**config.mk**
```make
export PLATFORM = sky130hd
export DESIGN_NAME = cv_pad_reader
export DESIGN_NICKNAME = d
export VERILOG_FILES = /design/src/rtl/cv_pad_reader.sv
export SDC_FILE = /design/constraint.sdc
export NUM_CORES = 1
export LEC_CHECK = 0
export CELL_PAD_IN_SITES_DETAIL_PLACEMENT = 2
export CELL_PAD_IN_SITES_GLOBAL_PLACEMENT = 2
export CORE_AREA = 2 2 110 112
export CTS_CLUSTER_DIAMETER = 60
export DETAILED_ROUTE_END_ITERATION = 7
export DIE_AREA = 0 0 112 114
export GPL_TIMING_DRIVEN = 0
export PLACE_DENSITY_LB_ADDON = 0.1
export SLEW_MARGIN = 20
export SYNTH_ARGS = -nofsm -noshare
export SYNTH_HDL_FRONTEND = slang
export SYNTH_SLANG_ARGS = --single-unit
```
**constraint.sdc**
```tcl
create_clock -name clk_i -period 2 [get_ports clk_i]
set_input_delay 0.3 -clock clk_i [delete_from_list [all_inputs] [get_ports clk_i]]
set_output_delay 0.3 -clock clk_i [all_outputs]
set_load 0.03 [all_outputs]
```
**src/rtl/cv_pad_reader.sv**
```systemverilog
// ============================================================================
// Module   : cv_pad_reader
// Brief    : Scans a ColecoVision hand controller (joystick + keypad) and emits
//            a debounced 20-bit joystick bitmap. Optional spinner: CV_PAD_SPINNER_EN
// Revision : 1.0 - initial release
// ============================================================================
`default_nettype none

module cv_pad_reader #(
    parameter logic [3:0] SETTLE_CYC = 4'd8,
    parameter int         DEBOUNCE_N = 3
) (
    input  logic        clk_i,
    input  logic        reset_n_i,
    input  logic        ce_i,
    input  logic        enable_i,
    input  logic [3:0]  pad_d_i,
    input  logic        pad_fire_i,
    output logic        sel_p8_n_o,
    output logic        sel_p5_n_o,
    output logic [19:0] joy_o,
    output logic        valid_o
`ifdef CV_PAD_SPINNER_EN
    ,
    input  logic [1:0]  pad_q_i,
    output logic [7:0]  spin_o
`endif
);

    localparam int             CW          = $clog2(DEBOUNCE_N + 1);
    localparam logic [CW-1:0]  c_deb_n     = CW'(DEBOUNCE_N);
    localparam logic [3:0]     c_settle_lt = SETTLE_CYC - 4'd1;

    typedef enum logic [2:0] {
        S_IDLE  = 3'd0,
        S_GAP_J = 3'd1,
        S_SEL_J = 3'd2,
        S_GAP_K = 3'd3,
        S_SEL_K = 3'd4,
        S_EVAL  = 3'd5
    } t_state;

    t_state        r_state;
    logic [3:0]    r_settle;
    logic [19:0]   r_cand;
    logic [19:0]   r_prev;
    logic [CW-1:0] r_cnt;
    logic [CW-1:0] w_cnt_next;

    logic [3:0]    r_d_meta;
    logic [3:0]    r_d_sync;
    logic          r_fire_meta;
    logic          r_fire_sync;

    // Keypad code -> {blue, purple, 9..0, #, *}; unknown codes read as no key.
    function automatic logic [13:0] f_decode(input logic [3:0] code);
        logic [13:0] k;
        k = 14'd0;
        case (code)
            4'b0011: k[2]  = 1'b1;
            4'b1110: k[3]  = 1'b1;
            4'b1101: k[4]  = 1'b1;
            4'b0110: k[5]  = 1'b1;
            4'b0001: k[6]  = 1'b1;
            4'b1001: k[7]  = 1'b1;
            4'b0111: k[8]  = 1'b1;
            4'b1100: k[9]  = 1'b1;
            4'b1000: k[10] = 1'b1;
            4'b1011: k[11] = 1'b1;
            4'b1010: k[0]  = 1'b1;
            4'b0101: k[1]  = 1'b1;
            4'b0100: k[12] = 1'b1;
            4'b0010: k[13] = 1'b1;
            default: k = 14'd0;
        endcase
        return k;
    endfunction

    always_ff @(posedge clk_i or negedge reset_n_i) begin
        if (!reset_n_i) begin
            r_d_meta    <= 4'hF;
            r_d_sync    <= 4'hF;
            r_fire_meta <= 1'b1;
            r_fire_sync <= 1'b1;
        end else begin
            r_d_meta    <= pad_d_i;
            r_d_sync    <= r_d_meta;
            r_fire_meta <= pad_fire_i;
            r_fire_sync <= r_fire_meta;
        end
    end

    always_comb begin
        w_cnt_next = CW'(1);
        if (r_cand == r_prev) begin
            w_cnt_next = (r_cnt >= c_deb_n) ? c_deb_n : r_cnt + CW'(1);
        end
    end

    always_ff @(posedge clk_i or negedge reset_n_i) begin
        if (!reset_n_i) begin
            r_state    <= S_IDLE;
            r_settle   <= 4'd0;
            r_cand     <= 20'd0;
            r_prev     <= 20'd0;
            r_cnt      <= '0;
            sel_p8_n_o <= 1'b1;
            sel_p5_n_o <= 1'b1;
            joy_o      <= 20'd0;
            valid_o    <= 1'b0;
        end else begin
            valid_o <= 1'b0;
            if (ce_i) begin
                if (!enable_i) begin
                    r_state    <= S_IDLE;
                    sel_p8_n_o <= 1'b1;
                    sel_p5_n_o <= 1'b1;
                    joy_o      <= 20'd0;
                    r_cnt      <= '0;
                    valid_o    <= |joy_o;
                end else begin
                    case (r_state)
                        S_IDLE: r_state <= S_GAP_J;
                        S_GAP_J: begin
                            r_state    <= S_SEL_J;
                            sel_p8_n_o <= 1'b0;
                            r_settle   <= 4'd0;
                        end
                        S_SEL_J: begin
                            if (r_settle == c_settle_lt) begin
                                r_cand[4:0] <= {~r_fire_sync, ~r_d_sync};
                                sel_p8_n_o  <= 1'b1;
                                r_state     <= S_GAP_K;
                            end else begin
                                r_settle <= r_settle + 4'd1;
                            end
                        end
                        S_GAP_K: begin
                            r_state    <= S_SEL_K;
                            sel_p5_n_o <= 1'b0;
                            r_settle   <= 4'd0;
                        end
                        S_SEL_K: begin
                            if (r_settle == c_settle_lt) begin
                                r_cand[19:5] <= {f_decode(r_d_sync), ~r_fire_sync};
                                sel_p5_n_o   <= 1'b1;
                                r_state      <= S_EVAL;
                            end else begin
                                r_settle <= r_settle + 4'd1;
                            end
                        end
                        S_EVAL: begin
                            r_prev  <= r_cand;
                            r_cnt   <= w_cnt_next;
                            r_state <= S_GAP_J;
                            if (w_cnt_next == c_deb_n && r_cand != joy_o) begin
                                joy_o   <= r_cand;
                                valid_o <= 1'b1;
                            end
                        end
                        default: r_state <= S_IDLE;
                    endcase
                end
            end
        end
    end

`ifdef CV_PAD_SPINNER_EN
    logic [1:0] r_q_meta;
    logic [1:0] r_q_sync;
    logic [1:0] r_q_prev;
    logic [7:0] r_acc;
    logic [1:0] w_pos_cur;
    logic [1:0] w_pos_prev;
    logic [1:0] w_pos_diff;
    logic       w_step_up;
    logic       w_step_dn;
    logic       w_eval_ce;
    logic [7:0] w_acc_sat;

    // Gray position 00,01,11,10 -> 0,1,2,3; a one-step difference gives direction.
    assign w_pos_cur  = {r_q_sync[1], r_q_sync[1] ^ r_q_sync[0]};
    assign w_pos_prev = {r_q_prev[1], r_q_prev[1] ^ r_q_prev[0]};
    assign w_pos_diff = w_pos_cur - w_pos_prev;
    assign w_step_up  = (w_pos_diff == 2'd1);
    assign w_step_dn  = (w_pos_diff == 2'd3);
    assign w_eval_ce  = ce_i && enable_i && (r_state == S_EVAL);

    always_comb begin
        w_acc_sat = r_acc;
        if (w_step_up && r_acc != 8'h7F) begin
            w_acc_sat = r_acc + 8'd1;
        end else if (w_step_dn && r_acc != 8'h80) begin
            w_acc_sat = r_acc - 8'd1;
        end
    end

    always_ff @(posedge clk_i or negedge reset_n_i) begin
        if (!reset_n_i) begin
            r_q_meta <= 2'b00;
            r_q_sync <= 2'b00;
            r_q_prev <= 2'b00;
            r_acc    <= 8'd0;
            spin_o   <= 8'd0;
        end else begin
            r_q_meta <= pad_q_i;
            r_q_sync <= r_q_meta;
            r_q_prev <= r_q_sync;
            if (ce_i && !enable_i) begin
                r_acc  <= 8'd0;
                spin_o <= 8'd0;
            end else if (w_eval_ce) begin
                spin_o <= r_acc;
                r_acc  <= w_step_up ? 8'h01 : (w_step_dn ? 8'hFF : 8'h00);
            end else begin
                r_acc <= w_acc_sat;
            end
        end
    end
`endif

endmodule

`default_nettype wire
```
==> results of run 1 <==
## path summary, 6_finish.rpt
check | from | to
max in group asynchronous | reset_n_i | r_d_sync[0]
min in group asynchronous | reset_n_i | joy_o[3]
worst max register to register | r_cand[15] | joy_o[1]
worst min-delay path | pad_d_i[2] | r_d_meta[2]
worst max-delay path | r_cand[15] | joy_o[1]
worst min register to register | r_fire_meta | r_fire_sync
## layout make-up
| type | count | area, µm² | area share [%] |
|---|---|---|---|
| clock inverter | 3 | 17.5 | 0.353 |
| clock buffer | 13 | 240 | 4.85 |
| buffer | 14 | 100 | 2.02 |
| multi-input combinational | 269 | 1810 | 36.6 |
| inverter | 11 | 41.3 | 0.833 |
| tap | 147 | 184 | 3.71 |
| sequential | 82 | 2080 | 42.0 |
| timing repair buffer | 47 | 480 | 9.69 |
## metrics by stage
stage	setup TNS (ns)	utilization (%)	power, W	worst slack [ns]	cell area, µm²
2_1_floorplan	0	-	0.00241	0.0267	3770
3_3_place_gp	-220.78	36.3	0.00265	-2.54	4250
3_5_place_dp	-28.62	36.5	0.00268	-0.733	4280
4_1_cts	-3.04	40.2	0.00427	-0.178	4710
5_1_grt	-4.70	42.3	0.00454	-0.273	4960
6_report	-2.50	42.3	0.00427	-0.169	4960
## worst max-delay path: cells and delay by family (launching register included)
| kind | cells | cell delay, ns |
|---|---|---|
| compound gates | 3 | 0.77 |
| simple gates | 2 | 0.49 |
| flops | 1 | 0.46 |
| xor+xnor | 1 | 0.17 |
| buf+inv | 1 | 0.16 |
## registers in the layout, summed over array words and instances, names as in the netlist
register and count:
joy_o 20, r_cand 20, r_prev 20, r_d_meta 4, r_d_sync 4, r_settle 4, r_state 3, r_cnt 2
r_fire_meta 1, r_fire_sync 1, sel_p5_n_o 1, sel_p8_n_o 1, valid_o 1
## layer usage
metal	wire length (µm)	track usage, %
met5	0	0
met2	6140	34.8
met1	5430	25.3
met4	225	7.80
met3	199	3.13
## power by group through the flow
stage | registers [W] | clock network, W | logic, W
CTS | 0.00200 | 0.00155 | 0.000716
finish | 0.00201 | 0.00151 | 0.000759
floorplan | 0.00201 | 0 | 0.000400
global placement | 0.00201 | 0 | 0.000631
detailed placement | 0.00202 | 0 | 0.000659
global route | 0.00204 | 0.00163 | 0.000870
## synthesized netlist by cell type (all sizes together) (2+ instances only)
| master | instances |
|---|---|
| nand4 | 6 |
| dfstp | 12 |
| o31ai | 8 |
| buf | 4 |
| clkbuf | 10 |
| o21ai | 20 |
| dfrtp | 70 |
| o211ai | 8 |
| a22o | 13 |
| or4 | 2 |
| inv | 11 |
| o41ai | 6 |
| nand2b | 7 |
| nor2 | 11 |
| mux2i | 5 |
| nor3 | 5 |
| nand2 | 98 |
| nand3 | 15 |
| a21oi | 4 |
| xnor2 | 20 |
| nor4 | 11 |
| xor2 | 20 |
## logic make-up after synthesis
group,count (synthesis),synth area share (%)
AND/OR/NAND/NOR,157,18.4
AO/OA/AOI/OAI,66,12.8
buffers and inverters,25,2.92
multiplexers,5,1.33
XOR/XNOR,40,9.30
flip-flops,82,54.9
adder cells (fa/ha/maj),1,0.332
## timing repair
action,CTS,global route
hold buffers,1,0
endpoints found under the hold margin,25,0
endpoints found under the setup margin,61,63
gates resized for setup,26,53
pin swaps,5,27
gates cloned,0,2
buffers inserted,9,4
==> results.json, run 1 <==
{
  "outcome": "complete, but fails checks",
  "violations": "setup timing",
  "grt_pass1_wl_um": 19400,
  "hold_ws_ns": 0.355,
  "syn_inst": 376,
  "drtIter0Drc": 80,
  "critPathKind": "register to register",
  "h-tree-depth": 3,
  "power.switching_w": 0.00131,
  "cts_root_buf": "clkbuf_16",
  "antenna_found_initial": 0,
  "relSlewSlack_pct": 58.6,
  "finClkSkew_ns": 0.00563,
  "core_area_mm2": 0.0117,
  "yosysTopAreaCellShare_pct": 46.5,
  "drcViolationCount": 0,
  "drtPass1Iterations": 4,
  "clkTransAtPathRegs_ns": 0.06,
  "cts_tree": "built",
  "routabilityCongestion": 0.817,
  "critPathLaunchType": "register",
  "gr-total-overflow": 0,
  "irDropWorstVdd_mv": 0.403,
  "hold_viol": 0,
  "die_x_um": 112,
  "worst_slack_ns": -0.169,
  "ys_async_sr_fraction_pct": 100,
  "dp.cells": 554,
  "pwr-share-comb_pct": 17.8,
  "hp-class": "input pin to register",
  "final_cell_mix": "nand2_1 (97), dfrtp_1 (59), clkdlybuf4s50_1 (29), xnor2_1 (20), xor2_1 (18)",
  "yosysWarnings": 0,
  "synth-seq-cells": 82,
  "grt_max_degree": 56,
  "power_per_cell_area_mw_per_mm2": 862,
  "dp_hpwl_um": 8430,
  "syn-cell-area_mm2": 0.00377,
  "track_usage_pct": 20.1,
  "switching_share_pct": 30.8,
  "cap_violations": 0,
  "cts_buffers": 9,
  "dr_total_vias": 3080,
  "yosys-top-cells-area": "dfrtp_1 (47%), nand2_1 (9.8%), dfstp_2 (8.4%)",
  "synth_top_cell_by_area": "dfrtp_1",
  "n_fill_cell": 1246,
  "cts.sinks": 82,
  "rows": 40,
  "io_buffer_count": 30,
  "grt_pass1_vias": 3428,
  "cp.arrival_ns": 2.41,
  "die-area_mm2": 0.0128,
  "p_clk_share_pct": 35.3,
  "timing.final.crit_period_ns": 2.17,
  "insertion_delay_ns": 0.35,
  "clock.fmax_ghz": 0.461,
  "cp-end-kind": "register",
  "num-nets-final": 444,
  "cts.path.max_buffers": 2,
  "p_seq_share_pct": 46.9,
  "cp_cell_sequence": "xor2_1, nor4_2, nand3_2, a211oi_4, o21ai_4, buf_4, a22o_1",
  "drive_gt1_share_pct": 22.6,
  "postSynthAreaPerCell_um2": 10.0,
  "leakage_nw": 2.11,
  "synth_flop_cell": "dfrtp_1",
  "io_pins": 32,
  "setup_violations": 20,
  "drv_slew": 0,
  "ys_types": 37,
  "die_h_um": 114,
  "path_max_fanout": 5,
  "viasPerCell": 5.26,
  "p_int_w": 0.00296,
  "wirelength_um": 12000,
  "layout.cells.non_filler": 586,
  "final.period_utilization_pct": 108,
  "crit_required_ns": 2.24,
  "start_util_pct": 32.2,
  "diodes": 0,
  "area_growth_pct": 31.6,
  "yosysSeqAreaShare_pct": 54.9,
  "rsz0062_at_grt": "true",
  "max_stage_delay_ns": 0.46,
  "worstMarginPinSlew_ns": 0.621,
  "rrSetupSlack_ns": -0.17,
  "antenna_left": 0,
  "final_common_cell": "nand2_1",
  "synth_nets": 386,
  "wire_per_inst_um": 20.5,
  "synth_edf_count": 0,
  "holdPathStages": 1,
  "r2r_cells": 7,
  "crit_slowest_cell": "dfrtp_2"
}
Note: power is estimated with default switching activity, not from simulation.
==> run 2, diff against run 1 <==
--- a/config.mk
+++ b/config.mk
@@ -5,7 +5,8 @@
 export SDC_FILE = /design/constraint.sdc
 export NUM_CORES = 1
 export LEC_CHECK = 0
-export CELL_PAD_IN_SITES_DETAIL_PLACEMENT = 2
+export CAP_MARGIN = 20
+export CELL_PAD_IN_SITES_DETAIL_PLACEMENT = 1
 export CELL_PAD_IN_SITES_GLOBAL_PLACEMENT = 2
 export CORE_AREA = 2 2 110 112
 export CTS_CLUSTER_DIAMETER = 60
==> run 2 against run 1 <==
Compared with the run above: the run still ends with setup timing left; hold slack worse by 0.0018 ns; total power up 4.0%; sequential power about the same; die area unchanged; non-clock buffer count up 6; clock power up 12%; core utilization up 0.40 points; wire length down 5.5%; sequential share of layout area down 0.39 points; largest cell class unchanged; largest power group unchanged.
==> results.json, run 2 (synthesis results as in run 1) <==
{
  "outcome": "complete, but fails checks",
  "violations": "setup timing",
  "critPathLaunchType": "register",
  "met2_usage_pct": 31.6,
  "cts_root_buf": "clkbuf_16",
  "die_x_um": 112,
  "insertion_delay_ns": 0.35,
  "timing.rr.end": "joy_o[6]",
  "h-tree-depth": 3,
  "num-nets-final": 450,
  "start_util_pct": 32.2,
  "whs_endpoint": "r_fire_meta",
  "antenna_left": 0,
  "drtPass1Iterations": 4,
  "crit_required_ns": 2.24,
  "grt_busiest_layer": "met2",
  "grt_pass1_vias": 3244,
  "critPathKind": "register to register",
  "grt_pass1_wl_um": 18300,
  "reg2reg_from": "r_cand[0]",
  "core_area_mm2": 0.0117,
  "io_pins": 32,
  "final_cell_mix": "nand2_1 (97), dfrtp_1 (59), clkdlybuf4s50_1 (29), xnor2_1 (19), xor2_1 (18)",
  "path_max_fanout": 5,
  "clkTransAtPathRegs_ns": 0.06,
  "drtIter0Drc": 114,
  "viasPerCell": 5.14,
  "hold_start": "pad_fire_i",
  "cp_num_buf_inv": 1,
  "routabilityCongestion": 0.817,
  "cts.path.max_buffers": 2,
  "clock.fmax_ghz": 0.457,
  "r2r_cells": 7,
  "crit_slowest_cell": "dfrtp_1",
  "cts.sinks": 82,
  "die_h_um": 114,
  "relSlewSlack_pct": 61.3,
  "dp.cells": 554,
  "setup_violations": 21,
  "multi_input_area_mm2": 0.00179,
  "reg_top3": "joy_o x20, r_cand x20, r_prev x20",
  "irDropWorstVdd_mv": 0.502,
  "cp.arrival_ns": 2.43,
  "cap_violations": 0,
  "grt_max_degree": 56,
  "worstMarginPinSlew_ns": 0.581,
  "finClkSkew_ns": 0.00672,
  "dp_hpwl_um": 7880,
  "gr-total-overflow": 0,
  "rsz0062_at_grt": "true",
  "cp-end-kind": "register",
  "leakage_nw": 2.15,
  "met3_usage_pct": 2.76,
  "final.period_utilization_pct": 109,
  "rrSetupSlack_ns": -0.19,
  "cts_tree": "built",
  "drive_gt1_share_pct": 23.8,
  "dr_total_vias": 3045,
  "finalInstanceArea_mm2": 0.00500,
  "n_fill_cell": 1310,
  "worst_slack_ns": -0.190,
  "cts_buffers": 9,
  "antenna_found_initial": 0,
  "layout.cells.non_filler": 592,
  "post-place-ws_ns": -0.663,
  "area_growth_pct": 32.8,
  "wire_per_inst_um": 19.2,
  "drv_slew": 0,
  "cp_cell_sequence": "xor2_1, nor4_2, nand3_2, a211oi_4, o21ai_4, buf_6, a22o_1",
  "drcViolationCount": 0,
  "grt_use_met1_pct": 24.9,
  "io_buffer_count": 30,
  "hold_ws_ns": 0.353,
  "hold_viol": 0,
  "holdPathStages": 1,
  "diodes": 0,
  "max_stage_delay_ns": 0.43,
  "post-route-util_pct": 42.7,
  "rows": 40,
  "wirelength_um": 11300,
  "die-area_mm2": 0.0128,
  "seq_area_mm2": 0.00208,
  "place_area_mm2": 0.00428,
  "power_per_cell_area_mw_per_mm2": 889,
  "crit_family": "compound AO/OA/AOI/OAI gates",
  "final_common_cell": "nand2_1",
  "hp-class": "input pin to register",
  "timing.final.crit_period_ns": 2.19,
  "track_usage_pct": 18.9
}
-- run 2: changes by cell type in the layout (fill, tap and decap cells not counted), sizes merged --
| cell | change |
|---|---|
| buf | +5 |
| bufinv | +1 |
| clkbuf | -1 |
| clkinv | +2 |
| clkinvlp | -1 |
-- run 2: worst max-delay path by stage --
stage	from	cells after the start	slack [ns]	end
final	r_cand[0]	7	-0.19	joy_o[6]
after global routing	r_prev[9]	7	-0.25	joy_o[10]
after CTS	r_cand[1]	7	-0.15	joy_o[6]
after detailed placement	r_cand[8]	7	-0.66	joy_o[5]
after global placement	reset_n_i	1	-2.54	r_cand[17]
after floorplan	r_cand[9]	7	0.03	joy_o[10]
-- run 2: per-stage QoR --
stage | setup TNS, ns | total power (W)
4_1_cts | -1.89 | 0.00443
3_3_place_gp | -220.78 | 0.00265
5_1_grt | -4.03 | 0.00470
2_1_floorplan | 0 | 0.00241
6_report | -2.68 | 0.00444
3_5_place_dp | -26.58 | 0.00267
-- run 2: timing repair --
action	in CTS	in global routing
gates cloned	2	0
hold buffers	1	0
setup endpoints to repair	61	54
setup buffers	18	2
pin swaps	24	11
gates resized for setup	40	33
hold endpoints to repair	25	0
-- run 2: power by group --
| part | total [W] | internal, W | switching (W) |
|---|---|---|---|
| Sequential | 0.00200 | 0.00184 | 0.000167 |
| Combinational | 0.000757 | 0.000290 | 0.000467 |
| Clock | 0.00169 | 0.000997 | 0.000688 |
-- run 2: final cells by class --
type | count | area share [%]
flip-flops and latches | 82 | 41.6
clock inverters | 5 | 1.08
clock buffers | 11 | 4.85
inverters | 11 | 0.825
multi-input cells | 269 | 35.8
well taps | 147 | 3.68
plain buffers | 14 | 1.80
repair buffers | 53 | 10.4
-- run 2: routing by layer --
metal  part of all wire [%]  wire length (µm)
met1                     46              5180
met2                     50              5620
met3                    3.0               340
met4                    1.8               203
met5                      0                 0
